File: src/rtl/be_rr_scheduler.sv
// be_rr_scheduler: round-robin arbiter that shares one packet backend engine
// between NUM_REQ frontend buffers. It holds one job per frontend, dispatches
// jobs one at a time, drives the BRAM read mux select and returns a per-frontend
// finish pulse.
// Optional build macro: BE_TIMEOUT_EN (adds a WAIT_FIN watchdog and the
// sticky timeout_err output).
module be_rr_scheduler #(
  parameter int unsigned NUM_REQ     = 4,
  parameter int unsigned LEN_W       = 16,
  parameter int unsigned MAX_LEN     = 1514,
  parameter int unsigned TIMEOUT_CYC = 4096
) (
  input  logic                       aclk,
  input  logic                       aresetn,
  input  logic [NUM_REQ-1:0]         req_start,
  input  logic [NUM_REQ*LEN_W-1:0]   req_length,
  output logic [NUM_REQ-1:0]         req_finish,
  output logic                       be_start,
  output logic [LEN_W-1:0]           be_length,
  input  logic                       be_finish,
  output logic [$clog2(NUM_REQ)-1:0] be_sel,
  output logic                       busy,
  output logic [NUM_REQ-1:0]         overrun,
  output logic [7:0]                 len_err_cnt
`ifdef BE_TIMEOUT_EN
  ,
  output logic                       timeout_err
`endif
);

  localparam int unsigned SEL_W = $clog2(NUM_REQ);

  typedef enum logic [1:0] {
    S_IDLE,
    S_WAIT_FIN,
    S_RELEASE
  } state_t;

  state_t             r_state, w_state_nxt;
  logic [NUM_REQ-1:0] r_pending;
  logic [LEN_W-1:0]   r_len [NUM_REQ];
  logic [SEL_W-1:0]   r_ptr, w_ptr_nxt;
  logic [SEL_W-1:0]   r_sel, w_sel_nxt;
  logic [LEN_W-1:0]   r_be_len, w_be_len_nxt;
  logic               r_be_start, w_be_start_nxt;
  logic               r_busy, w_busy_nxt;
  logic [NUM_REQ-1:0] r_req_fin, w_req_fin_nxt;
  logic [NUM_REQ-1:0] r_overrun;
  logic [7:0]         r_err_cnt, w_err_cnt_nxt;

  logic [NUM_REQ-1:0] w_clr;
  logic [NUM_REQ-1:0] w_accept;
  logic               w_any;
  logic [SEL_W-1:0]   w_win;
  int unsigned        w_idx;
  logic [LEN_W-1:0]   w_win_len;
  logic               w_bad;
  logic               w_tmo_hit;

  function automatic logic [SEL_W-1:0] f_inc(input logic [SEL_W-1:0] v);
    return (32'(v) == NUM_REQ - 1) ? '0 : v + 1'b1;
  endfunction

`ifdef BE_TIMEOUT_EN
  localparam int unsigned WD_W = $clog2(TIMEOUT_CYC) + 1;
  logic [WD_W-1:0] r_wd;
  logic            r_tmo_err;

  assign w_tmo_hit = (r_state == S_WAIT_FIN) && (r_wd == WD_W'(TIMEOUT_CYC - 1));

  // Watchdog: idles at zero outside WAIT_FIN so it starts from zero on entry
  always_ff @(posedge aclk or negedge aresetn) begin
    if (!aresetn) begin
      r_wd      <= '0;
      r_tmo_err <= 1'b0;
    end else begin
      if (r_state != S_WAIT_FIN) r_wd <= '0;
      else                       r_wd <= r_wd + 1'b1;
      if (w_tmo_hit && !be_finish) r_tmo_err <= 1'b1;
    end
  end

  assign timeout_err = r_tmo_err;
`else
  assign w_tmo_hit = 1'b0;
`endif

  // Round-robin winner: first pending bit searching upward from r_ptr
  always_comb begin
    w_any = 1'b0;
    w_win = '0;
    w_idx = 0;
    for (int unsigned k = 0; k < NUM_REQ; k++) begin
      w_idx = (32'(r_ptr) + k) % NUM_REQ;
      if (!w_any && r_pending[SEL_W'(w_idx)]) begin
        w_any = 1'b1;
        w_win = SEL_W'(w_idx);
      end
    end
  end

  assign w_win_len = r_len[w_win];
  assign w_bad     = (w_win_len == '0) || (w_win_len > LEN_W'(MAX_LEN));

  // Next-state and next-output logic for the dispatch FSM
  always_comb begin
    w_state_nxt    = r_state;
    w_ptr_nxt      = r_ptr;
    w_sel_nxt      = r_sel;
    w_be_len_nxt   = r_be_len;
    w_be_start_nxt = 1'b0;
    w_busy_nxt     = r_busy;
    w_req_fin_nxt  = '0;
    w_err_cnt_nxt  = r_err_cnt;
    w_clr          = '0;
    case (r_state)
      S_IDLE: begin
        if (w_any) begin
          if (w_bad) begin
            w_req_fin_nxt[w_win] = 1'b1;
            w_clr[w_win]         = 1'b1;
            w_ptr_nxt            = f_inc(w_win);
            if (r_err_cnt != 8'hFF) w_err_cnt_nxt = r_err_cnt + 8'd1;
          end else begin
            w_sel_nxt      = w_win;
            w_be_len_nxt   = w_win_len;
            w_be_start_nxt = 1'b1;
            w_busy_nxt     = 1'b1;
            w_state_nxt    = S_WAIT_FIN;
          end
        end
      end
      S_WAIT_FIN: begin
        if (be_finish || w_tmo_hit) begin
          w_req_fin_nxt[r_sel] = 1'b1;
          w_clr[r_sel]         = 1'b1;
          w_ptr_nxt            = f_inc(r_sel);
          w_busy_nxt           = 1'b0;
          w_state_nxt          = S_RELEASE;
        end
      end
      S_RELEASE: begin
        w_state_nxt = S_IDLE;
      end
      default: begin
        w_state_nxt = S_IDLE;
      end
    endcase
  end

  // FSM and dispatch output registers
  always_ff @(posedge aclk or negedge aresetn) begin
    if (!aresetn) begin
      r_state    <= S_IDLE;
      r_ptr      <= '0;
      r_sel      <= '0;
      r_be_len   <= '0;
      r_be_start <= 1'b0;
      r_busy     <= 1'b0;
      r_req_fin  <= '0;
      r_err_cnt  <= '0;
    end else begin
      r_state    <= w_state_nxt;
      r_ptr      <= w_ptr_nxt;
      r_sel      <= w_sel_nxt;
      r_be_len   <= w_be_len_nxt;
      r_be_start <= w_be_start_nxt;
      r_busy     <= w_busy_nxt;
      r_req_fin  <= w_req_fin_nxt;
      r_err_cnt  <= w_err_cnt_nxt;
    end
  end

  // A new post is accepted into a free slot, or into a slot being released on
  // this same edge (set beats clear); a post into an occupied slot is an overrun.
  assign w_accept = req_start & (~r_pending | w_clr);

  // Per-requester job slots and sticky overrun flags
  always_ff @(posedge aclk or negedge aresetn) begin
    if (!aresetn) begin
      r_pending <= '0;
      r_overrun <= '0;
      for (int unsigned i = 0; i < NUM_REQ; i++) r_len[i] <= '0;
    end else begin
      r_pending <= (r_pending & ~w_clr) | w_accept;
      r_overrun <= r_overrun | (req_start & r_pending & ~w_clr);
      for (int unsigned i = 0; i < NUM_REQ; i++) begin
        if (w_accept[i]) r_len[i] <= req_length[i*LEN_W +: LEN_W];
      end
    end
  end

  assign req_finish  = r_req_fin;
  assign be_start    = r_be_start;
  assign be_length   = r_be_len;
  assign be_sel      = r_sel;
  assign busy        = r_busy;
  assign overrun     = r_overrun;
  assign len_err_cnt = r_err_cnt;

endmodule

File: config.mk
export PLATFORM = sky130hd
export DESIGN_NAME = be_rr_scheduler
export DESIGN_NICKNAME = d
export VERILOG_FILES = /design/src/rtl/be_rr_scheduler.sv
export SDC_FILE = /design/constraint.sdc
export NUM_CORES = 1
export LEC_CHECK = 0
export CAP_MARGIN = 0
export CELL_PAD_IN_SITES_DETAIL_PLACEMENT = 1
export CELL_PAD_IN_SITES_GLOBAL_PLACEMENT = 2
export CORE_AREA = 2 2 121 123
export CTS_CLUSTER_DIAMETER = 120
export DETAILED_ROUTE_END_ITERATION = 12
export DIE_AREA = 0 0 123 125
export GPL_TIMING_DRIVEN = 0
export PLACE_DENSITY_LB_ADDON = 0.1
export SYNTH_ARGS = -nofsm -noshare
export SYNTH_HDL_FRONTEND = slang
export SYNTH_SLANG_ARGS = --single-unit
File: constraint.sdc
create_clock -name aclk -period 9.3 [get_ports aclk]
set_input_delay 1.395 -clock aclk [delete_from_list [all_inputs] [get_ports aclk]]
set_output_delay 1.395 -clock aclk [all_outputs]
set_load 0.02 [all_outputs]
* Word level (Yosys, flattened, before mapping) *
Index checks and enable logic that the tools add are counted.

cells by class
  reduce and logical (&&, ||, !) cells = 17
  muxes and demuxes = 44
  equal/unequal tests = 8
  magnitude comparators = 10
  add/sub/neg operators = 6
  bitwise logic cells = 11

operators with widths
  kind                  number
  $bmux 16 s2           1
  $mux 16               2
  $mux 2                12
  $lt 2x3->1 const B    6
  $and 4x4->4           4
  $gt 16x11->1 const B  1
  $logic_not 16->1      1
  $mux 1                16
  $mux 4                3
  $or 4x4->4            3
  $reduce_and 4->1      3
  $add 8x1->8 const B   1
  $bmux 1 s2            4
  $ne 2x2->1 const B    4
  $ne 8x8->1 const B    1
  $not 4->4             2
  $pmux 2 s2            2
  $pmux 4 s2            1
  $add 2x1->2 const B   3
  $reduce_and 3->1      2
  $logic_and 1x1->1     5
  $add 2x2->2 const B   2
  $demux 1 s2           2
  $eq 2x2->1 const B    2
  10 further kinds      13

storage, ports and cells
  register bits after elaboration = 108
  word-level logic and storage cells = 110

* Longest topological paths before layout *
  word-level depth = 24
  depth in mapped cells = 14
  mapped depth without buffers = 11

* Least setup slack after synthesis *
Ideal clock, no wire load.

  path kind = reg2reg
  start point = reg r_pending[1]
  end point = reg r_len[48] (netlist name)
  arrival time = 3,113 ps
  data required time = 9,175 ps
  cell stages (with the launch flop) = 14
  slack = 6,062 ps
  library setup time = 125 ps
  cell sequence = dfrtp_1 -> buf_2 -> nand2b_4 -> o211a_4 -> nor2_8 -> buf_4 -> mux2i_1 -> mux2i_1 -> nor4_1 -> a31o_4 -> o211ai_2 -> a31oi_4 -> buf_12 -> mux2_4

between the ends
  cells in the longest elaborated chain, start to end = 23
  elaborated cells between the ends (all ways) = 39

RTL lines
  what                                              RTL line  text
  start: declaration                                40        logic [NUM_REQ-1:0] r_pending;
  start signal: assignment                          185       r_pending <= (r_pending & ~w_clr) | w_accept;
  $bmux 1 s2                                        95        if (!w_any && r_pending[SEL_W'(w_idx)]) begin
  $mux 1 (not written as such)                      95
  $mux 1                                            95
  $logic_not 1->1                                   95
  $logic_and 1x1->1                                 95
  $mux 1                                            95
  $logic_not 1->1                                   95
  $logic_and 1x1->1                                 95
  (+4 left out)                                     --
  net w_win[1]                                      54        logic [SEL_W-1:0] w_win;
  (+2 left out)                                     --
  $mux 16 (not written as such) (2 in series)       102       assign w_win_len = r_len[w_win];
  $gt 16x11->1 or $logic_not 16->1 (tied branches)  103       assign w_bad = (w_win_len == '0) || (w_win_len > LEN_W'(MAX_LEN));
  $logic_or 1x1->1                                  103
  $mux 4 *                                          119       if (w_bad) begin
  $mux 4 *                                          118       if (w_any) begin
  $pmux 4 s2 *                                      116       case (r_state)
  $or 4x4->4 *                                      176       assign w_accept = req_start & (~r_pending | w_clr);
  $and 4x4->4 *                                     176
  end signal: indexed assignment                    188       if (w_accept[i]) r_len[i] <= req_length[i*LEN_W +: LEN_W];
  end: declaration                                  41        logic [LEN_W-1:0] r_len [NUM_REQ];

The timed path passes the listed nets; every way through them passes the cells marked *. The select of a mux whose other input is x is not followed.
A chain may end at the register's enable or synchronous reset.

* Final worst setup path *
  start point = reg r_pending[0]
  end point = reg r_len[27] (netlist name)

Same word-level chain as after synthesis.

==> results by group <==
Outcome
  • Run status: finished clean

GRT
  • Vias in the first global route: 3624
  • First-pass GRT wire length: 19850 um
  • Total overflow reported by the global router: 0
  • Pin count of the biggest net entering global routing: 68
  • Gr usage total: around 17%
  • Number of antenna violations at the first check in global routing: 0

STA
  • Unrepaired setup endpoints after global routing: false
  • Final Hold Viols: 0
  • Final slew viol count: 0
  • Fmax achieved: roughly 0.26 GHz
  • Final Cycle Share: 41.96%
  • Tightest Pin Transition: around 0.92 ns
  • Slew HR: a little under two fifths
  • Setup violations, final: 0
  • Worst Skew: 0.01002 ns
  • Clock period minus worst slack: between 3 and 4 ns
  • Setup TNS: 0 ns
  • Worst setup margin: between 5 and 6 ns

Yosys
  • Sequential share of the synthesized area: about half
  • Synth Flop Type: dfrtp_1
  • Post-synth EDFFs: 0
  • Yosys cell types: between 50 and 60
  • Mean Syn Cell Area: approximately 14 um^2
  • Ys async rst share: 100.0%
  • Synth Net Count: 450
  • Yosys reg bits: between 100 and 150
  • Mapped Area: between 5000 and 6000 um^2
  • Cell count after synthesis: 370
  • Yosys warning total: 0

Placed design
  • IO Port Bufs: 106
  • HPWL Detailed: 9293 um
  • # placed instances: 661
  • GPL Wtd Cong: 0.7981
  • Pre-CTS setup slack: 5.328 ns

Clocking
  • CTS tree: yes
  • Max Buffers Root-to-Sink: 2
  • Htree depth: 3
  • Hold_buf cts: 0
  • Postcts setup bufs: 0
  • CTS resizes: 0
  • # clock sinks: about 110
  • Clock Latency Late Sink: ~0.35 ns
  • Inserted Clock Buffers: 9
  • Clock Pin Slew Worst Setup and Hold Paths: 0.07 ns
  • Clock root buffer: clkbuf_16

Hold path
  • Hold Path Class: register to register
  • WHS Path Cells: 1

Routing
  • DR pass1 iterations: 4
  • Post-Route WL: 12430 um
  • First DRT Iteration DRCs: 107
  • Drt via density: 4.936
  • DRT antenna net count: 0
  • DR WL/cell: 18.37 um
  • DRC errors left: 0
  • Via count: 3342

Cells and area
  • Final-layout fill cell count: 1485
  • Sequential Area: 2703 um^2
  • Nets: between 500 and 600
  • Util after Layout: about half
  • Layout area overhead: 30.96%
  • Most common cell after layout, fill and taps aside: dfrtp_1
  • Most frequent cells in the layout: dfrtp_1 (108), clkdlybuf4s50_1 (105), mux2_4 (41)
  • Finished Layout Cells: 677
  • Layout cells sized above 1: 24.34%
  • Ant. Diodes: 0
  • Area of the multi-input gates: 2330 um^2

Power
  • PD cells: 374.4 nW/um^2
  • Max rail drop VDD: 0.0001331 V
  • Tot Pwr: 2.562 mW
  • Leakage: 3.021 nW

Die
  • Die span in y: approximately 130 um
  • Initial Util: 36.80%
  • Std cell rows: 44
  • DIE WIDTH: 123 um
  • CORE AREA: 14200 um^2
  • Num ports: 107
  • Die Footprint: 15380 um^2

Worst setup path
  • CP max-delay cell: a31oi_4
  • Reg2reg start: r_pending[0]$_DFF_PN0_
  • CP endpoint: r_len[27]$_DFFE_PN0P_
  • Reg2Reg Depth: 12
  • Startpoint Class: register
  • Worst-path cell chain: and2_4 -> o21a_1 -> nor3_4 -> buf_6 -> nand3_1 -> and2_1 -> nor4_1 -> a31o_4 -> o211ai_2 -> a31oi_4 -> buf_8 -> mux2_4
  • Crit-path max FO: 11
  • Crit-path max cell delay: a little over 0.5 ns
  • CP Depth: 12
  • WP data arrival: slightly above 4 ns
  • Reg-to-reg setup timing slack: 5.40 ns
  • CP endpoint kind: register
  • Worst EP required: roughly 9.5 ns
  • CP top delay family: simple AND/OR/NAND/NOR gates
  • RR Endpoint: r_len[27]$_DFFE_PN0P_
  • Crit path buf inv count: 2
  • Critical path startpoint: r_pending[0]$_DFF_PN0_
  • Kind of critical path: register to register

Job
  • Max_cap viols: 0
==> cell type report <==
type,count,area share (%)
Tap cell,184,3.364
Sequential cell,108,39.49
Buffer,11,1.792
Timing Repair Buffer,107,15.87
Clock inverter,5,0.8592
Inverter,19,1.042
Multi-Input combinational cell,232,34.04
Clock buffer,11,3.547
==> cells in the mapped netlist, types with 7 or more instances <==
library cell,n,area (um^2)
o21ai_0,7,35.03
nor2b_1,7,43.79
nand3_1,12,60.06
nor2_1,7,26.28
mux2_2,33,371.6
mux2i_1,32,320.3
ha_1,9,112.6
dfrtp_1,108,2703
nor4_1,7,43.79
xor2_1,7,61.31
inv_1,19,71.32
mux2_4,41,615.6
nand2_1,14,52.55
==> sequential cells by signal (all words and copies together) (netlist names) <==
name / flops
be_sel: 2
r_len: 64
req_finish: 4
be_length: 16
be_start: 1
overrun: 4
busy: 1
r_ptr: 2
r_pending: 4
r_state: 2
len_err_cnt: 8
==> metal layers <==
metal	vias up	routed length [um]	global-route usage, %
li1	1576	-	-
met1	1680	5672	22.85
met2	75	5951	27.92
met3	11	684	5.018
met4	0	125	3.610
met5	-	0	0
==> report_power, final <==
| part | leakage (nW) | internal, mW | switching, mW |
|---|---|---|---|
| logic | 1.60 | 0.701 | 0.645 |
| clock network | 0.142 | 0.217 | 0.173 |
| registers | 1.28 | 0.687 | 0.140 |
==> cells by family (layout without fill, tap and decap cells) <==
| group | Yosys count | count (layout) | synth area share [%] |
|---|---|---|---|
| xor+xnor | 7 | 7 | 1.173 |
| mux | 110 | 110 | 25.88 |
| simple gates | 68 | 68 | 7.924 |
| flops | 108 | 108 | 51.71 |
| buf+inv | 30 | 153 | 3.711 |
| compound gates | 38 | 38 | 7.445 |
| fa+ha+maj | 9 | 9 | 2.155 |
==> worst reg2reg max path, delay by kind of cell (launching register included) <==
| kind | cells | cell delay [ns] |
|---|---|---|
| and+or+nand+nor | 5 | 1.33 |
| AOI/OAI and AO/OA | 4 | 1.17 |
| buffers and inverters | 2 | 0.50 |
| DFF | 1 | 0.49 |
| muxes | 1 | 0.32 |
==> stage by stage <==
step,hold slack (ns),instance area (um^2)
finish,0.4714,6844
global route,0.4886,6844
CTS,0.4734,6844
detailed placement,0.4575,6543
global placement,0.4550,6518
floorplan,0.4716,5226
==> worst min-delay path by stage <==
stage | startpoint | end | slack (ns)
finish | overrun[1]$_DFF_PN0_ | overrun[1]$_DFF_PN0_ | 0.47
global route | overrun[1]$_DFF_PN0_ | overrun[1]$_DFF_PN0_ | 0.49
CTS | overrun[1]$_DFF_PN0_ | overrun[1]$_DFF_PN0_ | 0.47
detailed placement | overrun[1]$_DFF_PN0_ | overrun[1]$_DFF_PN0_ | 0.46
global placement | overrun[2]$_DFF_PN0_ | overrun[2]$_DFF_PN0_ | 0.46
floorplan | r_len[15]$_DFFE_PN0P_ | r_len[15]$_DFFE_PN0P_ | 0.47
Power figures use the tool's default switching activity.
